**config.mk**
```make
export PLATFORM = sky130hd
export DESIGN_NAME = gmii_tx_arbiter
export DESIGN_NICKNAME = d
export VERILOG_FILES = /design/src/rtl/gmii_tx_arbiter.sv
export SDC_FILE = /design/constraint.sdc
export NUM_CORES = 1
export LEC_CHECK = 0
export ABC_AREA = 1
export CELL_PAD_IN_SITES_DETAIL_PLACEMENT = 1
export CELL_PAD_IN_SITES_GLOBAL_PLACEMENT = 1
export CORE_MARGIN = 2
export CORE_UTILIZATION = 38
export CTS_CLUSTER_SIZE = 28
export DETAILED_ROUTE_END_ITERATION = 8
export HOLD_SLACK_MARGIN = 0.12
export MAX_ROUTING_LAYER = met4
export PLACE_DENSITY_LB_ADDON = 0.3
export SYNTH_ARGS = -nofsm -noshare
export SYNTH_HDL_FRONTEND = slang
export SYNTH_SLANG_ARGS = --single-unit
```
**constraint.sdc**
```tcl
create_clock -name gmii_txc -period 1.92 [get_ports gmii_txc]
set_input_delay 0.384 -clock gmii_txc [delete_from_list [all_inputs] [get_ports gmii_txc]]
set_output_delay 0.384 -clock gmii_txc [all_outputs]
set_load 0.01 [all_outputs]
```
**src/rtl/gmii_tx_arbiter.sv**
```systemverilog
// GMII transmit arbiter: merges the ARP and UDP GMII byte streams onto the
// single PHY transmit interface. It uses a request/grant handshake per source
// and round-robins when both sources request at once. The data path is
// registered with one cycle of latency. It enforces the inter-frame gap,
// withdraws unused grants after a timeout and truncates oversize frames.
module gmii_tx_arbiter #(
  parameter int IFG_CYCLES  = 12,
  parameter int GNT_TIMEOUT = 16,
  parameter int MAX_FRAME   = 1530
) (
  input  logic       gmii_txc,
  input  logic       rst,
  input  logic       arp_tx_req,
  output logic       arp_tx_gnt,
  input  logic       arp_gmii_tx_en,
  input  logic [7:0] arp_gmii_txd,
  input  logic       udp_tx_req,
  output logic       udp_tx_gnt,
  input  logic       udp_gmii_tx_en,
  input  logic [7:0] udp_gmii_txd,
  output logic       gmii_tx_en,
  output logic [7:0] gmii_txd,
  output logic       busy,
  output logic       frame_abort
);

  localparam int IFG_W = $clog2(IFG_CYCLES + 1);
  localparam int TO_W  = $clog2(GNT_TIMEOUT + 1);
  localparam logic [IFG_W-1:0] IFG_LAST = IFG_W'(IFG_CYCLES - 1);
  localparam logic [TO_W-1:0]  TO_LAST  = TO_W'(GNT_TIMEOUT - 1);
  localparam logic [10:0]      LEN_MAX  = 11'(MAX_FRAME);

  typedef enum logic [2:0] {
    S_IDLE,
    S_GNT_ARP,
    S_GNT_UDP,
    S_DRAIN,
    S_IFG
  } state_t;

  state_t           state_q, state_d;
  logic             owner_q, owner_d;      // 0 = ARP, 1 = UDP; last source granted
  logic             seen_q, seen_d;        // granted source has started its frame
  logic [10:0]      len_q, len_d;
  logic [IFG_W-1:0] ifg_q, ifg_d;
  logic [TO_W-1:0]  to_q, to_d;
  logic             tx_en_q, tx_en_d;
  logic [7:0]       txd_q, txd_d;
  logic             arp_gnt_q, arp_gnt_d;
  logic             udp_gnt_q, udp_gnt_d;
  logic             busy_q, busy_d;
  logic             abort_q, abort_d;

  logic             sel_req;
  logic             sel_en;
  logic [7:0]       sel_txd;

  assign sel_req = owner_q ? udp_tx_req     : arp_tx_req;
  assign sel_en  = owner_q ? udp_gmii_tx_en : arp_gmii_tx_en;
  assign sel_txd = owner_q ? udp_gmii_txd   : arp_gmii_txd;

  // Next-state and registered-output logic. Outputs are derived from the next state so that every port comes straight from a flop.
  always_comb begin
    state_d = state_q;
    owner_d = owner_q;
    seen_d  = seen_q;
    len_d   = len_q;
    ifg_d   = ifg_q;
    to_d    = to_q;
    tx_en_d = 1'b0;
    txd_d   = 8'h00;
    abort_d = 1'b0;

    case (state_q)
      S_IDLE: begin
        seen_d = 1'b0;
        len_d  = 11'd0;
        to_d   = '0;
        ifg_d  = '0;
        if (arp_tx_req && (!udp_tx_req || owner_q)) begin
          state_d = S_GNT_ARP;
          owner_d = 1'b0;
        end else if (udp_tx_req) begin
          state_d = S_GNT_UDP;
          owner_d = 1'b1;
        end
      end

      S_GNT_ARP, S_GNT_UDP: begin
        if (!seen_q) begin
          // A first byte takes priority over a request dropped in the same cycle
          if (sel_en) begin
            seen_d  = 1'b1;
            len_d   = 11'd1;
            tx_en_d = 1'b1;
            txd_d   = sel_txd;
          end else if (!sel_req || to_q == TO_LAST) begin
            state_d = S_IDLE;
          end else begin
            to_d = to_q + TO_W'(1);
          end
        end else if (sel_en) begin
          if (len_q == LEN_MAX) begin
            abort_d = 1'b1;
            state_d = S_DRAIN;
          end else begin
            tx_en_d = 1'b1;
            txd_d   = sel_txd;
            if (len_q != 11'h7FF) begin
              len_d = len_q + 11'd1;
            end
          end
        end else begin
          state_d = S_IFG;
          ifg_d   = '0;
        end
      end

      S_DRAIN: begin
        if (!sel_en) begin
          state_d = S_IFG;
          ifg_d   = '0;
        end
      end

      S_IFG: begin
        if (ifg_q == IFG_LAST) begin
          state_d = S_IDLE;
        end else begin
          ifg_d = ifg_q + IFG_W'(1);
        end
      end

      default: begin
        state_d = S_IDLE;
      end
    endcase

    arp_gnt_d = (state_d == S_GNT_ARP) || (state_d == S_DRAIN && !owner_d);
    udp_gnt_d = (state_d == S_GNT_UDP) || (state_d == S_DRAIN &&  owner_d);
    busy_d    = (state_d != S_IDLE);
  end

  // State and output registers; reset leaves UDP as last owner so ARP wins the first tie
  always_ff @(posedge gmii_txc) begin
    if (rst) begin
      state_q   <= S_IDLE;
      owner_q   <= 1'b1;
      seen_q    <= 1'b0;
      len_q     <= 11'd0;
      ifg_q     <= '0;
      to_q      <= '0;
      tx_en_q   <= 1'b0;
      txd_q     <= 8'h00;
      arp_gnt_q <= 1'b0;
      udp_gnt_q <= 1'b0;
      busy_q    <= 1'b0;
      abort_q   <= 1'b0;
    end else begin
      state_q   <= state_d;
      owner_q   <= owner_d;
      seen_q    <= seen_d;
      len_q     <= len_d;
      ifg_q     <= ifg_d;
      to_q      <= to_d;
      tx_en_q   <= tx_en_d;
      txd_q     <= txd_d;
      arp_gnt_q <= arp_gnt_d;
      udp_gnt_q <= udp_gnt_d;
      busy_q    <= busy_d;
      abort_q   <= abort_d;
    end
  end

  assign arp_tx_gnt  = arp_gnt_q;
  assign udp_tx_gnt  = udp_gnt_q;
  assign gmii_tx_en  = tx_en_q;
  assign gmii_txd    = txd_q;
  assign busy        = busy_q;
  assign frame_abort = abort_q;

endmodule

```
Word-level counts from Yosys, hierarchy flattened
Index checks and enable logic that the tools add are counted.
{"block": "word_totals", "inputBits": 22, "wordCells": 98, "reg_bits": 38, "output_inout_bits": 13}
{"block": "classes", "reduce_logical": 20, "bitwise": 3, "add_sub_neg": 3, "n_eq_ne": 19, "n_mux": 41}
{"operator": "11-bit two-way mux", "n": 5}
{"operator": "8-bit two-way mux", "n": 5}
{"operator": "3-bit two-way mux", "n": 9}
{"operator": "11-bit case mux with 2 select lines", "n": 1}
{"operator": "4-bit case mux with 4 select lines", "n": 1}
{"operator": "5-bit two-way mux", "n": 3}
{"operator": "3-bit by 2-bit equality test with 1-bit output, second input constant", "n": 4}
{"operator": "4-bit two-way mux", "n": 3}
{"operator": "2-bit != test, second input constant", "n": 6}
{"operator": "3-bit case mux with 4 select lines", "n": 1}
{"operator": "11-bit by 1-bit adder with 11-bit output, second input constant", "n": 1}
{"operator": "11-bit equality test, second input constant", "n": 1}
{"operator": "1-bit two-way mux", "n": 11}
{"operator": "11-bit != test, second input constant", "n": 1}
{"operator": "5-bit case mux with 2 select lines", "n": 1}
{"operator": "4-bit AND reduction", "n": 2}
{"operator": "3-bit by 1-bit equality test with 1-bit output, second input constant", "n": 2}
{"operator": "3-bit != test, second input constant", "n": 2}
{"operator": "5-bit by 1-bit adder with 5-bit output, second input constant", "n": 1}
{"operator": "5-bit by 4-bit equality test with 1-bit output, second input constant", "n": 1}
{"operator": "4-bit by 1-bit adder with 4-bit output, second input constant", "n": 1}
{"operator": "4-bit equality test, second input constant", "n": 1}
{"operator": "1-bit logical OR", "n": 4}
{"operator": "4-bit nonzero test", "n": 1}
{"operator": "11 further kinds", "n": 18}

Logic depth before layout (Yosys ltp)
Gate-level depths: netlist of the first run.
{"block": "depth", "word_depth": 10, "ltp_mapped": 13, "mapped_depth_nobuf": 13}

Worst setup path after synthesis of the first run
OpenSTA, ideal clock, no wires.
{"block": "synth_path", "path_kind": "reg2reg", "startpoint": "reg to_q[0]", "endpoint": "reg to_q[3]", "path_stages_with_launch": 12, "required_ns": 1.798, "path_buffers": 0, "slack_ns": 0.346, "period_less_slack_ns": 1.574, "setup_time_ns": 0.122, "t_arrival_ns": 1.452, "cell_sequence": "dfxtp_1 > ha_1 > nand2_1 > nor2_1 > ha_1 > nor2_1 > nand2_1 > nand2_1 > nand3_2 > nor2_1 > xor2_1 > nor2_1"}
{"block": "synth_between", "elab_chain_cells": 5, "elab_cells_between_ends": 9, "cone_classes": "add/sub: 1; eq/ne: 2; mux: 4; reduce/logical: 2"}
{"item": "from (decl)", "line_no": "46", "source": "logic [TO_W-1:0] to_q, to_d;"}
{"item": "from (signal assigned)", "line_no": "165", "source": "to_q <= to_d;"}
{"item": "5-bit by 1-bit adder with 5-bit output", "line_no": "100", "source": "to_d = to_q + TO_W'(1);"}
{"item": "5-bit two-way mux", "line_no": "97", "source": "end else if (!sel_req || to_q == TO_LAST) begin"}
{"item": "5-bit two-way mux", "line_no": "92", "source": "if (sel_en) begin"}
{"item": "5-bit two-way mux", "line_no": "90", "source": "if (!seen_q) begin"}
{"item": "5-bit case mux with 2 select lines", "line_no": "74", "source": "case (state_q)"}
Several ways; a longest one is shown, not always the timed one. The select of a mux whose other input is x is not followed.
A chain may end at the register's enable or synchronous reset.

Worst setup path after layout of the first run
{"block": "layout_path", "startpoint": "reg to_q[0]", "endpoint": "reg to_q[2]"}
Same word-level chain as after synthesis.

==> flow_metrics.env, run 1 <==
export IMPL_setup_tns_ps=0
export IMPL_crit_family="simple AND/OR/NAND/NOR gates"
export IMPL_required_ps=2100
export IMPL_cts_buffers=5
export IMPL_clkTransAtPathRegs_ps=70
export IMPL_fmax_mhz=579
export IMPL_max_slew_worst_pin_slew_ps=460
export IMPL_endpoint_kind="register"
export IMPL_synthToLayoutAreaGrowth_pct=25.3
export IMPL_finalHoldViolCount=0
export IMPL_power_mw=1.78
export IMPL_portBuffers=34
export IMPL_synth_compound_area_share_pct=12.6
export IMPL_fin_crit_ps=1730
export IMPL_grt_pass1_vias=2046
export IMPL_cp_arrival_ps=1900
export IMPL_drt_iter0_drc=57
export IMPL_avgRoutedWirePerCell_um=13.4
export IMPL_vias_per_cell=4.94
export IMPL_num_io_pins=35
export IMPL_synth_seq_cells=38
export IMPL_synth_top_family_by_area="simple AND/OR/NAND/NOR gates"
export IMPL_fp_dieH_um=77.2
export IMPL_power_density_nw_per_um2=698
export IMPL_final_max_slew_viol_count=0
export IMPL_diodes=0
export IMPL_layout_common_cells="nand2_1, dfxtp_1, nor2_1, clkdlybuf4s50_1, inv_1"
export IMPL_rsz0062_at_grt="no"
export IMPL_dieArea_um2=5970
export IMPL_fin_skew_ps=4.45
export IMPL_grt_pass1_wl_mm=9.12
export IMPL_cts_hold_buffers=0
export IMPL_synth_area_um2=2040
export IMPL_fillers=682
export IMPL_clock_sinks=38
export IMPL_postSynthAreaPerCell_um2=7.18
export IMPL_grt_max_degree=17
export IMPL_path_max_fanout=7
export IMPL_yosys_area_share_xor_xnor_pct=2.15
export IMPL_dominantRegCellSynth="dfxtp_1"
export IMPL_vias=1935
export IMPL_drc=0
export IMPL_synth_cell_types=30
export IMPL_async_flop_share_pct=0
export IMPL_multiInputGateArea_um2=1130
export IMPL_postRouteAntennaNets=0
export IMPL_seqCellArea_um2=761
export IMPL_finalSetupViolations=0
export IMPL_fin_nets=350
export IMPL_final_layout_size_suffix_gt1_share_pct=15.5
export IMPL_fin_crit_sh_pct=89.9
export IMPL_cp_num_buf_inv=0
export IMPL_criticalPathCategory="reg -> reg"
export IMPL_dieWidth_um=77.2
export IMPL_start_kind="register"
export IMPL_syn_inst=284
export IMPL_gp_congestion=0.769
export IMPL_synth_edf_count=0
export IMPL_hold_path_class="reg -> reg"
export IMPL_worst_path_largest_cell_delay_ps=340
export IMPL_cts_root_buf="clkbuf_8"
export IMPL_leakagePower_nw=1.05
export IMPL_htreeDepth=2
export IMPL_slew_headroom_pct=69.2
export IMPL_dr_pass1_iters=4
export IMPL_critPathMostFrequentCell="nand2_1"
export IMPL_ys_warn_count=0
export IMPL_yosys_area_share_adder_pct=3.07
export IMPL_clk_latency_ps=290
export IMPL_clk_path_buf_depth=2
export IMPL_placed_cell_area_um2=2450
export IMPL_post_dp_hpwl_mm=4.07
export IMPL_synthMuxAreaShare_pct=0
export IMPL_yosysSeqAreaShare_pct=37.3
export IMPL_cts_tree="yes"
export IMPL_start_util_pct=39.7
export IMPL_yosys_area_share_simple_pct=36.8
export IMPL_design_area_um2=2550
export IMPL_status="completed"
export IMPL_core_area_um2=5140
export IMPL_rows=26
export IMPL_cap_violations=0
export IMPL_synth_nets=311
export IMPL_grt_overflow=0
export IMPL_antenna_found_initial=0
export IMPL_grt_usage_pct=19.3
export IMPL_crit_path_top_delay_cell="dfxtp_1"
export IMPL_postCtsSetupRepairBufs=0
export IMPL_layout_commonest_cell="nand2_1"
export IMPL_crit_path_cell_trace="ha_1 -> nand2_1 -> nor2_1 -> ha_1 -> nor2_2 -> nand2_1 -> nand2_1 -> nand3_4 -> o21ai_1 -> nor3_1"
export IMPL_wirelength_mm=5.25
export IMPL_irDropWorstVdd_mv=0.524
cell usage after synthesis (2+ instances only):
library cell | n | area share, %
nand2_1 | 69 | 13
nor2_1 | 36 | 6.6
o21ai_2 | 2 | 0.86
clkbuf_1 | 2 | 0.37
dfxtp_1 | 38 | 37
a21oi_1 | 21 | 5.2
nand4_1 | 3 | 0.92
nor2_4 | 2 | 1.1
nor3b_1 | 2 | 0.74
nand2_2 | 8 | 2.5
a21oi_2 | 8 | 3.4
xor2_1 | 5 | 2.1
nand2_4 | 4 | 2.2
nor3_1 | 4 | 0.98
ha_1 | 5 | 3.1
inv_2 | 5 | 0.92
nand3_2 | 3 | 1.5
nand3_1 | 22 | 5.4
o21ai_0 | 9 | 2.2
inv_1 | 26 | 4.8
worst reg2reg max path, stage by stage, from the launching register on:
cell and delay, ps:
dfxtp_1 340, ha_1 220, nand2_1 90, nor2_1 50
ha_1 200, nor2_2 130, nand2_1 60, nand2_1 100
nand3_4 130, o21ai_1 240, nor3_1 80
logic make-up after synthesis:
kind of cell,count (synthesis)
fa+ha+maj,5
flops,38
compound gates,42
simple gates,156
buf+inv,38
xor+xnor,5
state kept, by name (all words and copies together), names as in the netlist:
signal	count
state_q	3
to_q	5
ifg_q	4
seen_q	1
frame_abort	1
len_q	11
gmii_txd	8
arp_tx_gnt	1
gmii_tx_en	1
owner_q	1
udp_tx_gnt	1
busy	1
per-layer routing:
metal,part of all wire (%),GRT usage (%),vias up
met5,0,-,-
met4,2.1,6.61,0
met3,3.3,3.65,11
met2,48,31.0,29
met1,47,24.5,908
li1,-,-,987
power by group:
group          switching, mW  internal, mW  total, mW
registers             0.0279         0.821      0.849
logic                  0.229         0.151      0.380
clock network          0.276         0.277      0.553
total                  0.532          1.25       1.78
cell type report:
type / instances / area share [%]
Sequential cell: 38 / 29.8
Multi-Input combinational cell: 208 / 44.4
Clock buffer: 6 / 3.23
Inverter: 33 / 4.90
Timing Repair Buffer: 37 / 14.2
Tap cell: 70 / 3.43
repair_timing:
item                                   in CTS  in global routing
endpoints found under the hold margin       0                  0
gates resized for setup                     0                  7
setup endpoints to repair                   0                  7
path summary, 6_finish.rpt:
kind / cells after the start / slack, ps / start / to
hold reg to reg: 2 / 490 / ifg_q[1] / ifg_q[1]
setup reg to reg: 10 / 190 / to_q[0] / to_q[2]
setup / recovery: 10 / 190 / to_q[0] / to_q[2]
hold / removal: 2 / 490 / ifg_q[1] / ifg_q[1]
metrics by stage:
step	hold slack [ps]	worst slack, ps	instances	util, %
after floorplan	448	346	284	-
after global placement	478	86.2	386	47.6
after detailed placement	481	61.5	386	47.6
after CTS	492	85.1	392	49.2
after global routing	528	5.75	392	49.7
final	491	193	392	49.7
Power figures use the tool's default switching activity.
==> run 2, diff against run 1 <==
CORE_UTILIZATION = 40   (was 38)
clock period = 2.2 ns   (was 1.92 ns; I/O delays follow)
==> run 2 against run 1 <==
Against the previous run: cell count shrank 0.51%; largest power group unchanged; wire length shrank 2.2%; die area shrank 4.7%; worst hold slack gained 3.3 ps; via count shrank 0.57%; clock skew grew 3.5 ps; maximum frequency shrank 4.8%; sequential power shrank 13%; global-route usage grew 1.8 points.
==> flow_metrics.env, run 2 (same netlist as run 1, synthesis figures left out) <==
export IMPL_synthToLayoutAreaGrowth_pct=24.1
export IMPL_max_slew_worst_pin_slew_ps=406
export IMPL_clk_path_buf_depth=2
export IMPL_place_ws_ps=278
export IMPL_drc=0
export IMPL_slew_headroom_pct=72.9
export IMPL_wirelength_mm=5.13
export IMPL_seqCellArea_um2=761
export IMPL_fin_crit_ps=1810
export IMPL_grt_usage_pct=21.1
export IMPL_final_layout_size_suffix_gt1_share_pct=14.2
export IMPL_clk_latency_ps=290
export IMPL_dr_pass1_iters=4
export IMPL_cap_violations=0
export IMPL_required_ps=2370
export IMPL_start_util_pct=42.3
export IMPL_post_dp_hpwl_mm=3.92
export IMPL_postCtsSetupRepairBufs=0
export IMPL_grt_max_degree=17
export IMPL_fin_crit_sh_pct=82.4
export IMPL_fmax_mhz=551
export IMPL_fin_skew_ps=7.90
export IMPL_hold_path_class="reg -> reg"
export IMPL_endpoint_kind="register"
export IMPL_cts_hold_buffers=0
export IMPL_cts_root_buf="clkbuf_8"
export IMPL_regMostFlops="len_q"
export IMPL_power_density_nw_per_um2=617
export IMPL_status="completed"
export IMPL_dieWidth_um=75.4
export IMPL_drt_iter0_drc=53
export IMPL_finalSetupViolations=0
export IMPL_cts_buffers=5
export IMPL_fp_dieH_um=75.4
export IMPL_worstHoldPathCells=2
export IMPL_grt_pass1_wl_mm=8.87
export IMPL_finalHoldViolCount=0
export IMPL_fillers=649
export IMPL_postRouteAntennaNets=0
export IMPL_fin_nets=349
export IMPL_multiInputGateArea_um2=1110
export IMPL_criticalPathCategory="reg -> reg"
export IMPL_cts_tree="yes"
export IMPL_grt_pass1_vias=1891
export IMPL_htreeDepth=2
export IMPL_reg2reg_depth=10
export IMPL_avgRoutedWirePerCell_um=13.2
export IMPL_vias_per_cell=4.93
export IMPL_setup_tns_ps=0
export IMPL_rsz0062_at_grt="no"
export IMPL_leakagePower_nw=1.05
export IMPL_path_max_fanout=7
export IMPL_antenna_found_initial=0
export IMPL_layout_commonest_cell="nand2_1"
export IMPL_final_max_slew_viol_count=0
export IMPL_diodes=0
export IMPL_power_mw=1.56
export IMPL_setup_ws_ps=386
export IMPL_design_area_um2=2530
export IMPL_largest_register_ffs=11
export IMPL_rows=25
export IMPL_cp_arrival_ps=1990
export IMPL_gp_congestion=0.823
export IMPL_cts_resized=0
export IMPL_regToRegSetupSlack_ps=390
export IMPL_layout_common_cells="nand2_1, dfxtp_1, nor2_1"
export IMPL_num_io_pins=35
export IMPL_vias=1924
export IMPL_portBuffers=34
export IMPL_clkTransAtPathRegs_ps=80
export IMPL_irDropWorstVdd_mv=0.396
export IMPL_clock_sinks=38
export IMPL_start_kind="register"
export IMPL_dieArea_um2=5680
export IMPL_core_area_um2=4820
export IMPL_placed_cell_area_um2=2440
export IMPL_grt_overflow=0
==> run 2: changes by cell type in the layout (fill, tap and decap cells not counted), sizes merged <==
cell | before | now
buf | 3 | 2
clkbuf | 6 | 7
clkinv | 2 | 3
==> run 2: cell type report <==
cell class                 count  share of cell area, %
tap                           67                   3.32
clock inverter                 1                  0.198
timing repair buffer          36                   14.1
clock buffer                   7                   3.41
multi-input combinational    208                   44.0
sequential                    38                   30.1
inverter                      33                   4.95
==> run 2: path summary, 6_finish.rpt <==
check                                from         to
worst max-delay path              to_q[0]    to_q[2]
worst min-delay path            len_q[10]  len_q[10]
worst max register to register    to_q[0]    to_q[2]
worst min register to register  len_q[10]  len_q[10]
==> run 2: metrics by stage <==
step / util, % / std cells / hold slack, ps
finish: 52.5 / 390 / 494
floorplan: - / 284 / 448
global placement: 50.6 / 382 / 476
detailed placement: 50.6 / 382 / 483
global route: 52.5 / 390 / 528
CTS: 52.5 / 390 / 496
==> run 2: critical path, stage by stage (launching register included) <==
cell	delay (ps)
dfxtp_1	340
ha_1	220
nand2_1	90
nor2_1	50
ha_1	200
nor2_1	140
nand2_1	60
nand2_1	70
nand3_2	150
o21ai_0	300
nor3_1	90
==> run 2: report_power, final <==
part	switching (mW)	internal (mW)	total, mW
registers	0.0239	0.717	0.741
logic	0.193	0.127	0.319
clock network	0.247	0.253	0.500
==> run 2: metal layers <==
metal	track usage (%)	vias up	wire length, um
met1	27.5	915	2510
met2	32.9	14	2450
met5	-	-	0
met3	3.70	8	81
met4	7.60	0	93
li1	-	987	-
